### config.mk
export PLATFORM = sky130hd
export DESIGN_NAME = v33_bus_responder
export DESIGN_NICKNAME = d
export VERILOG_FILES = /design/src/rtl/v33_bus_responder.sv
export SDC_FILE = /design/constraint.sdc
export NUM_CORES = 1
export LEC_CHECK = 0
export CAP_MARGIN = 20
export CORE_MARGIN = 2
export CORE_UTILIZATION = 45
export DETAILED_ROUTE_END_ITERATION = 8
export GPL_TIMING_DRIVEN = 1
export PLACE_DENSITY = 0.88
export SLEW_MARGIN = 40
export SYNTH_ARGS = -nofsm -noshare
export SYNTH_HDL_FRONTEND = slang
export SYNTH_SLANG_ARGS = --single-unit
### constraint.sdc
create_clock -name clk -period 4.91 [get_ports clk]
set_input_delay 0.982 -clock clk [delete_from_list [all_inputs] [get_ports clk]]
set_output_delay 0.982 -clock clk [all_outputs]
set_load 0.005 [all_outputs]
### src/rtl/v33_bus_responder.sv
// v33_bus_responder: slave-side responder for a V33-style CPU bus.
// Decodes each bus cycle and runs it on a simple request/ack backend.
// Wait states are counted on ce_1 phases, and n_ready is driven back to the CPU.
`timescale 1ns/1ps

module v33_bus_responder (
    input  logic        clk,
    input  logic        n_reset,
    input  logic        ce_1,
    input  logic        ce_2,
    input  logic        n_bcyst,
    input  logic        r_w,
    input  logic        m_io,
    input  logic        busst1,
    input  logic        busst0,
    input  logic        n_ube,
    input  logic [23:0] addr,
    input  logic [15:0] dout,
    output logic [15:0] din,
    output logic        n_ready,
    input  logic [3:0]  wait_states,
    input  logic [7:0]  int_vector,
    output logic        mem_req,
    output logic        mem_we,
    output logic        mem_io,
    output logic [23:0] mem_addr,
    output logic [1:0]  mem_be,
    output logic [15:0] mem_wdata,
    input  logic [15:0] mem_rdata,
    input  logic        mem_ack,
    output logic        halt_ack,
    output logic        protocol_error
);

    typedef enum logic [1:0] {
        S_IDLE,
        S_ACCESS,
        S_WAIT,
        S_READY
    } state_t;

    typedef enum logic [2:0] {
        C_MEM_READ,
        C_MEM_WRITE,
        C_IO_READ,
        C_IO_WRITE,
        C_INT_ACK,
        C_HALT_ACK,
        C_INVALID
    } cyc_t;

    state_t      state_reg, state_next;
    logic [3:0]  wait_cnt_reg, wait_cnt_next;
    logic [23:0] addr_reg, addr_next;
    logic [15:0] wdata_reg, wdata_next;
    logic [1:0]  be_reg, be_next;
    logic        we_reg, we_next;
    logic        io_reg, io_next;
    logic        rd_reg, rd_next;       // cycle returns data to the CPU
    logic [15:0] resp_reg, resp_next;
    logic [15:0] din_reg, din_next;
    logic        n_ready_reg, n_ready_next;
    logic        halt_ack_reg, halt_ack_next;
    logic        perr_reg, perr_next;

    cyc_t        cyc_type;
    logic        is_access;
    logic        is_io;
    logic        is_write;
    logic        returns_data;
    logic        lane_err;
    logic        start;

    // Decode the CPU status pins into a cycle type.
    always_comb begin
        cyc_type = C_INVALID;
        case ({m_io, r_w, busst1, busst0})
            4'b1100, 4'b1101: cyc_type = C_MEM_READ;
            4'b1001:          cyc_type = C_MEM_WRITE;
            4'b0101:          cyc_type = C_IO_READ;
            4'b0001:          cyc_type = C_IO_WRITE;
            4'b0100:          cyc_type = C_INT_ACK;
            4'b0011:          cyc_type = C_HALT_ACK;
            default:          cyc_type = C_INVALID;
        endcase
    end

    assign is_access    = (cyc_type == C_MEM_READ) || (cyc_type == C_MEM_WRITE) ||
                          (cyc_type == C_IO_READ)  || (cyc_type == C_IO_WRITE);
    assign is_io        = (cyc_type == C_IO_READ)  || (cyc_type == C_IO_WRITE);
    assign is_write     = (cyc_type == C_MEM_WRITE) || (cyc_type == C_IO_WRITE);
    assign returns_data = (cyc_type == C_MEM_READ) || (cyc_type == C_IO_READ) ||
                          (cyc_type == C_INT_ACK);
    // An odd address with the upper lane disabled selects no byte at all.
    assign lane_err     = addr[0] & n_ube;
    assign start        = ce_2 & ~n_bcyst;

    // State and datapath registers; reset abandons any pending access.
    always_ff @(posedge clk or negedge n_reset) begin
        if (!n_reset) begin
            state_reg    <= S_IDLE;
            wait_cnt_reg <= 4'd0;
            addr_reg     <= 24'd0;
            wdata_reg    <= 16'd0;
            be_reg       <= 2'b00;
            we_reg       <= 1'b0;
            io_reg       <= 1'b0;
            rd_reg       <= 1'b0;
            resp_reg     <= 16'hffff;
            din_reg      <= 16'hffff;
            n_ready_reg  <= 1'b1;
            halt_ack_reg <= 1'b0;
            perr_reg     <= 1'b0;
        end else begin
            state_reg    <= state_next;
            wait_cnt_reg <= wait_cnt_next;
            addr_reg     <= addr_next;
            wdata_reg    <= wdata_next;
            be_reg       <= be_next;
            we_reg       <= we_next;
            io_reg       <= io_next;
            rd_reg       <= rd_next;
            resp_reg     <= resp_next;
            din_reg      <= din_next;
            n_ready_reg  <= n_ready_next;
            halt_ack_reg <= halt_ack_next;
            perr_reg     <= perr_next;
        end
    end

    // Next-state logic: cycle latch, backend handshake, wait counting, completion.
    always_comb begin
        state_next    = state_reg;
        wait_cnt_next = wait_cnt_reg;
        addr_next     = addr_reg;
        wdata_next    = wdata_reg;
        be_next       = be_reg;
        we_next       = we_reg;
        io_next       = io_reg;
        rd_next       = rd_reg;
        resp_next     = resp_reg;
        din_next      = din_reg;
        n_ready_next  = n_ready_reg;
        halt_ack_next = 1'b0;
        perr_next     = perr_reg;

        // A cycle start while one is still in progress is flagged and dropped.
        if (start && (state_reg != S_IDLE)) begin
            perr_next = 1'b1;
        end

        case (state_reg)
            S_IDLE: begin
                if (start) begin
                    addr_next     = is_io ? {8'd0, addr[15:1], 1'b0} : {addr[23:1], 1'b0};
                    wdata_next    = dout;
                    be_next       = {~n_ube, ~addr[0]};
                    we_next       = is_write;
                    io_next       = is_io;
                    rd_next       = returns_data & ~lane_err;
                    wait_cnt_next = wait_states;
                    if (cyc_type == C_INT_ACK) begin
                        resp_next = {8'hff, int_vector};
                    end
                    if (cyc_type == C_HALT_ACK) begin
                        halt_ack_next = 1'b1;
                    end
                    if ((cyc_type == C_INVALID) || lane_err) begin
                        perr_next = 1'b1;
                    end
                    // Cycles without a legal backend access go straight to wait counting.
                    state_next = (is_access && !lane_err) ? S_ACCESS : S_WAIT;
                end
            end
            S_ACCESS: begin
                if (mem_ack) begin
                    if (rd_reg) begin
                        resp_next = mem_rdata;
                    end
                    state_next = S_WAIT;
                    // Ack coinciding with ce_1 still lets a zero-wait cycle finish now.
                    if (ce_1) begin
                        if (wait_cnt_reg == 4'd0) begin
                            n_ready_next = 1'b0;
                            if (rd_reg) begin
                                din_next = mem_rdata;
                            end
                            state_next = S_READY;
                        end else begin
                            wait_cnt_next = wait_cnt_reg - 4'd1;
                        end
                    end
                end
            end
            S_WAIT: begin
                if (ce_1) begin
                    if (wait_cnt_reg == 4'd0) begin
                        n_ready_next = 1'b0;
                        if (rd_reg) begin
                            din_next = resp_reg;
                        end
                        state_next = S_READY;
                    end else begin
                        wait_cnt_next = wait_cnt_reg - 4'd1;
                    end
                end
            end
            S_READY: begin
                if (ce_2) begin
                    n_ready_next = 1'b1;
                    state_next   = S_IDLE;
                end
            end
            default: begin
                state_next = S_IDLE;
            end
        endcase
    end

    assign mem_req        = (state_reg == S_ACCESS);
    assign mem_we         = mem_req & we_reg;
    assign mem_io         = mem_req & io_reg;
    assign mem_be         = mem_req ? be_reg : 2'b00;
    assign mem_addr       = addr_reg;
    assign mem_wdata      = wdata_reg;
    assign din            = din_reg;
    assign n_ready        = n_ready_reg;
    assign halt_ack       = halt_ack_reg;
    assign protocol_error = perr_reg;

endmodule

# After elaboration in Yosys (flattened, before gate mapping)
# Index checks and enable logic that the tools add are counted.
# classes
add_sub_neg	1
eq_ne	26
n_mux	41
n_bitwise	9
reduce_logical	26
# ops
operator	n
$mux W16	10
$pmux W16 S2	2
$mux W24	1
$pmux W3 S6	1
$mux W4	4
$mux W2	7
$ne A2 B2 Y1 const B	7
$mux W1	13
$eq A4 B4 Y1 const B	3
$pmux W4 S3	1
$reduce_and A5 Y1	2
$eq A3 B3 Y1 const B	3
$eq A4 B3 Y1 const B	2
$logic_or A1 B1 Y1	8
$pmux W2 S4	1
$reduce_and A8 Y1	1
$eq A3 B2 Y1 const B	2
$ne A2 B1 Y1 const B	3
$reduce_and A3 Y1	2
$reduce_bool A2 Y1	3
$reduce_bool A3 Y1	2
$and A1 B1 Y1	5
$eq A2 B2 Y1 const B	2
$eq A4 B1 Y1 const B	1
13 further kinds	17
# totals
register_bits	86
in_bits	79
output_inout_bits	64
elab_cells	116

# Longest topological paths before layout
# depth
ltp_word	11
depth_mapped	10
mapped_depth_nobuf	6

# Worst setup path before layout
# No wires, ideal clock.
# synth_path
path_type	register -> output
from	register state_reg[1]
to	output mem_be[0]
arrival_ns	1.329
t_required_ns	3.928
path_slack_ns	2.599
path_stages_with_launch	6
path_buffers	2
path_cell_list	dfrtp_1 > inv_1 > ha_1 > buf_6 > clkbuf_1 > and2_1
# synth_between
elab_chain_cells	2
# synth_lines
element	line_no	rtl
from (decl)	52	state_t state_reg, state_next;
from (signal assigned)	115	state_reg <= state_next;
$eq A2 B1 Y1	220	assign mem_req = (state_reg == S_ACCESS);
net mem_req	23	output logic mem_req,
$mux W2	223	assign mem_be = mem_req ? be_reg : 2'b00;
to (decl)	27	output logic [1:0] mem_be,
# The timed path passes the listed nets, and every way through them passes these cells.

# Final worst setup path
# layout_path
from	register state_reg[1]
to	output mem_we
# layout_between
elab_chain_cells	2
# layout_lines
element	line_no	rtl
$eq A2 B1 Y1	220	
$and A1 B1 Y1	221	assign mem_we = mem_req & we_reg;
to (decl)	24	output logic mem_we,
# No other way between the ends.

==> flow_metrics.py <==
metrics = {
    "run_status": {
        "outcome": "finished clean",
    },
    "clock_network": {
        "cts_setup_buffers": 0,
        "numCtsBuffers": 9,
        "cts_max_path_buffers": 2,
        "cts_tree": "yes",
        "clk_latency_ps": 350,
        "cts_sinks": 85,
        "h-tree-depth": 3,
        "hold_buffers": 0,
        "cts.repair.resized": 0,
        "clockRootBuffer": "clkbuf_8",
        "path_clk_slew_ps": 80,
    },
    "critical_path": {
        "cp_num_buf_inv": 2,
        "crit_fanout": 18,
        "crit_slowest_cell": "clkdlybuf4s50_1",
        "cp_cell_sequence": "inv_1, ha_2, and2_1, clkdlybuf4s50_1",
        "cpLargestDelayFamily": "buffers and inverters",
        "startpoint_type": "flop",
        "critical_path.max_stage_delay_ps": 540,
        "crit_path_end_kind": "output port",
        "worst-setup-path-type": "reg -> out",
        "worstPathRequired_ps": 3930,
        "cp_data_arrival_time_ps": 2110,
    },
    "yosys": {
        "ys_warn_count": 0,
        "async_reset_ff_share_pct": 100.0,
        "yosys.cell_types.count": 45,
        "synth_edf_count": 0,
        "synth_nets": 394,
        "syn_inst": 310,
        "ys_ff_latch": 85,
        "yosys_most_used_dff": "dfrtp_1",
        "avgSynthCellArea_um2": 12.28,
        "mappedNetlistArea_um2": 3806,
        "yosysSeqAreaShare_pct": 56.97,
    },
    "routing": {
        "viasPerCell": 5.260,
        "drt_iter0_markers": 89,
        "routed_wl_um": 8962,
        "drt.antenna.violating_nets": 0,
        "route.detailed.drc": 0,
        "drt_pass1_iterations": 4,
        "routedWlPerCell_um": 16.21,
        "dr_total_vias": 2909,
    },
    "hold_path": {
        "min_path_type": "reg -> reg",
    },
    "floorplan": {
        "core_um2": 8217,
        "rows": 33,
        "die_w_um": 95.97,
        "start_util_pct": 46.32,
        "dieArea_um2": 9209,
        "fp.dieH_um": 95.97,
        "ios": 143,
    },
    "grt": {
        "overflow": 0,
        "grt_max_degree": 86,
        "antenna_found_initial": 0,
        "grt_pass1_vias": 2960,
        "grt_use_total_pct": 20.13,
        "grt_pass1_wl_um": 14300,
    },
    "cells_and_area": {
        "fin_area_um2": 5468,
        "register_area_um2": 2168,
        "fillers": 632,
        "largest_reg_flops": 23,
        "n_antenna_cell": 0,
        "multi_input_area_um2": 1526,
        "syn_to_final_growth_pct": 43.66,
        "nets": 527,
        "fin_cells": 553,
        "drive_gt1_share_pct": 13.17,
    },
    "placed_design": {
        "dp_cells": 537,
        "gp_congestion": 0.7809,
        "hpwlAfterDp_um": 6515,
        "place_area_um2": 5266,
        "port_buffers": 141,
    },
    "sta": {
        "setup_tns_ps": 0,
        "finalClockSkew_ps": 12.57,
        "fin_crit_ps": 3087,
        "max_freq_mhz": 323.9,
        "rsz0062_at_grt": "false",
        "period_share_pct": 62.88,
        "setup-violations-final": 0,
        "relSlewSlack_pct": 44.54,
        "slew_violations": 0,
        "worst_pin_slew_ps": 810.9,
        "finalHoldViolCount": 0,
    },
    "power_and_ir_drop": {
        "ir_drop_uv": 272.0,
        "p_leak_nw": 2.213,
        "power.density_nw_per_um2": 577.6,
    },
    "job": {
        "drv_cap": 0,
    },
}
## cell families (layout without fill, tap and decap cells)
logic type	count (synthesis)	in the layout	share of synthesized area [%]
simple gates	57	57	7.989
other cells	1	1	0.09852
compound gates	76	76	13.31
mux	59	59	16.60
fa+ha+maj	5	5	1.644
flops	85	85	56.97
buf+inv	27	165	3.386
## path summary, 6_finish.rpt
| kind | slack, ps | to | start | depth (start not counted) |
|---|---|---|---|---|
| max reg2reg | 2540 | resp_reg[10]$_DFFE_PN1P_ | state_reg[1]$_DFFE_PN0P_ | 6 |
| min | 470 | din[2]$_DFFE_PN1P_ | din[2]$_DFFE_PN1P_ | 2 |
| max in group asynchronous | 3800 | protocol_error$_DFF_PN0_ | n_reset | 1 |
| min in group asynchronous | 680 | mem_addr[7]$_DFFE_PN0P_ | n_reset | 1 |
| min reg2reg | 470 | din[2]$_DFFE_PN1P_ | din[2]$_DFFE_PN1P_ | 2 |
| max | 1820 | mem_we | state_reg[1]$_DFFE_PN0P_ | 4 |
## layer usage
metal | vias up | part of all wire [%] | wire length [um] | track usage (%)
met2 | 91 | 50 | 4439 | 34.09
met4 | 0 | 2.2 | 194 | 7.738
met1 | 1423 | 42 | 3780 | 25.40
li1 | 1379 | - | - | -
met5 | - | 0 | 0 | 0
met3 | 16 | 6.1 | 547 | 4.150
## worst reg2reg max path: stages, from the launching register on
cell     delay [ps]
dfrtp_1         410
inv_1           120
ha_1            430
inv_2            90
o21ai_2         400
and2_1          620
o22a_1          240
## cells in the final DEF, fill, tap and decap left out, types with 3 or more instances in the layout
cell type	count
o21ai_1	20
mux2_1	33
dfstp_2	33
mux2i_1	26
dfrtp_1	52
clkdlybuf4s50_1	140
nand2b_1	3
clkbuf_8	10
o31ai_1	3
o21ai_0	3
o22a_1	10
a21oi_1	21
nand3_1	3
inv_1	7
nand2_1	26
a22o_1	8
ha_1	3
and2_1	5
nor2_1	5
## stage by stage
step | power, mW | worst slack, ps | utilization, % | hold slack (ps)
final | 3.158 | 1823 | 66.54 | 465.7
after global routing | 3.377 | 1737 | 66.54 | 483.2
after CTS | 3.187 | 1523 | 66.48 | 469.1
after detailed placement | 2.683 | 1841 | 64.09 | 456.5
after global placement | 2.612 | 1773 | 63.90 | 445.0
after floorplan | 1.966 | 2599 | - | 440.9
## Yosys cell counts, types with 7 or more instances
master	count	share of area [%]
clkbuf_1	8	0.79
mux2_1	33	9.8
o21ai_1	20	2.6
buf_2	7	0.92
a22o_1	8	1.8
o22a_1	10	2.3
dfstp_2	33	23
mux2i_1	26	6.8
a21oi_1	21	2.8
dfrtp_1	52	34
inv_1	7	0.69
nand2_1	27	2.7
## power breakdown
group / internal, mW / switching [mW] / total (mW)
logic: 0.815 / 0.568 / 1.38
registers: 1.10 / 0.186 / 1.28
clock network: 0.237 / 0.258 / 0.495
## layout make-up
cell class	count	area share, %
Inverter	8	0.5492
Clock buffer	9	2.265
Clock inverter	7	1.327
Multi-Input combinational cell	198	27.92
Timing Repair Buffer	141	25.88
Tap cell	105	2.403
Sequential cell	85	39.66
Note: power is estimated with default switching activity, not from simulation.
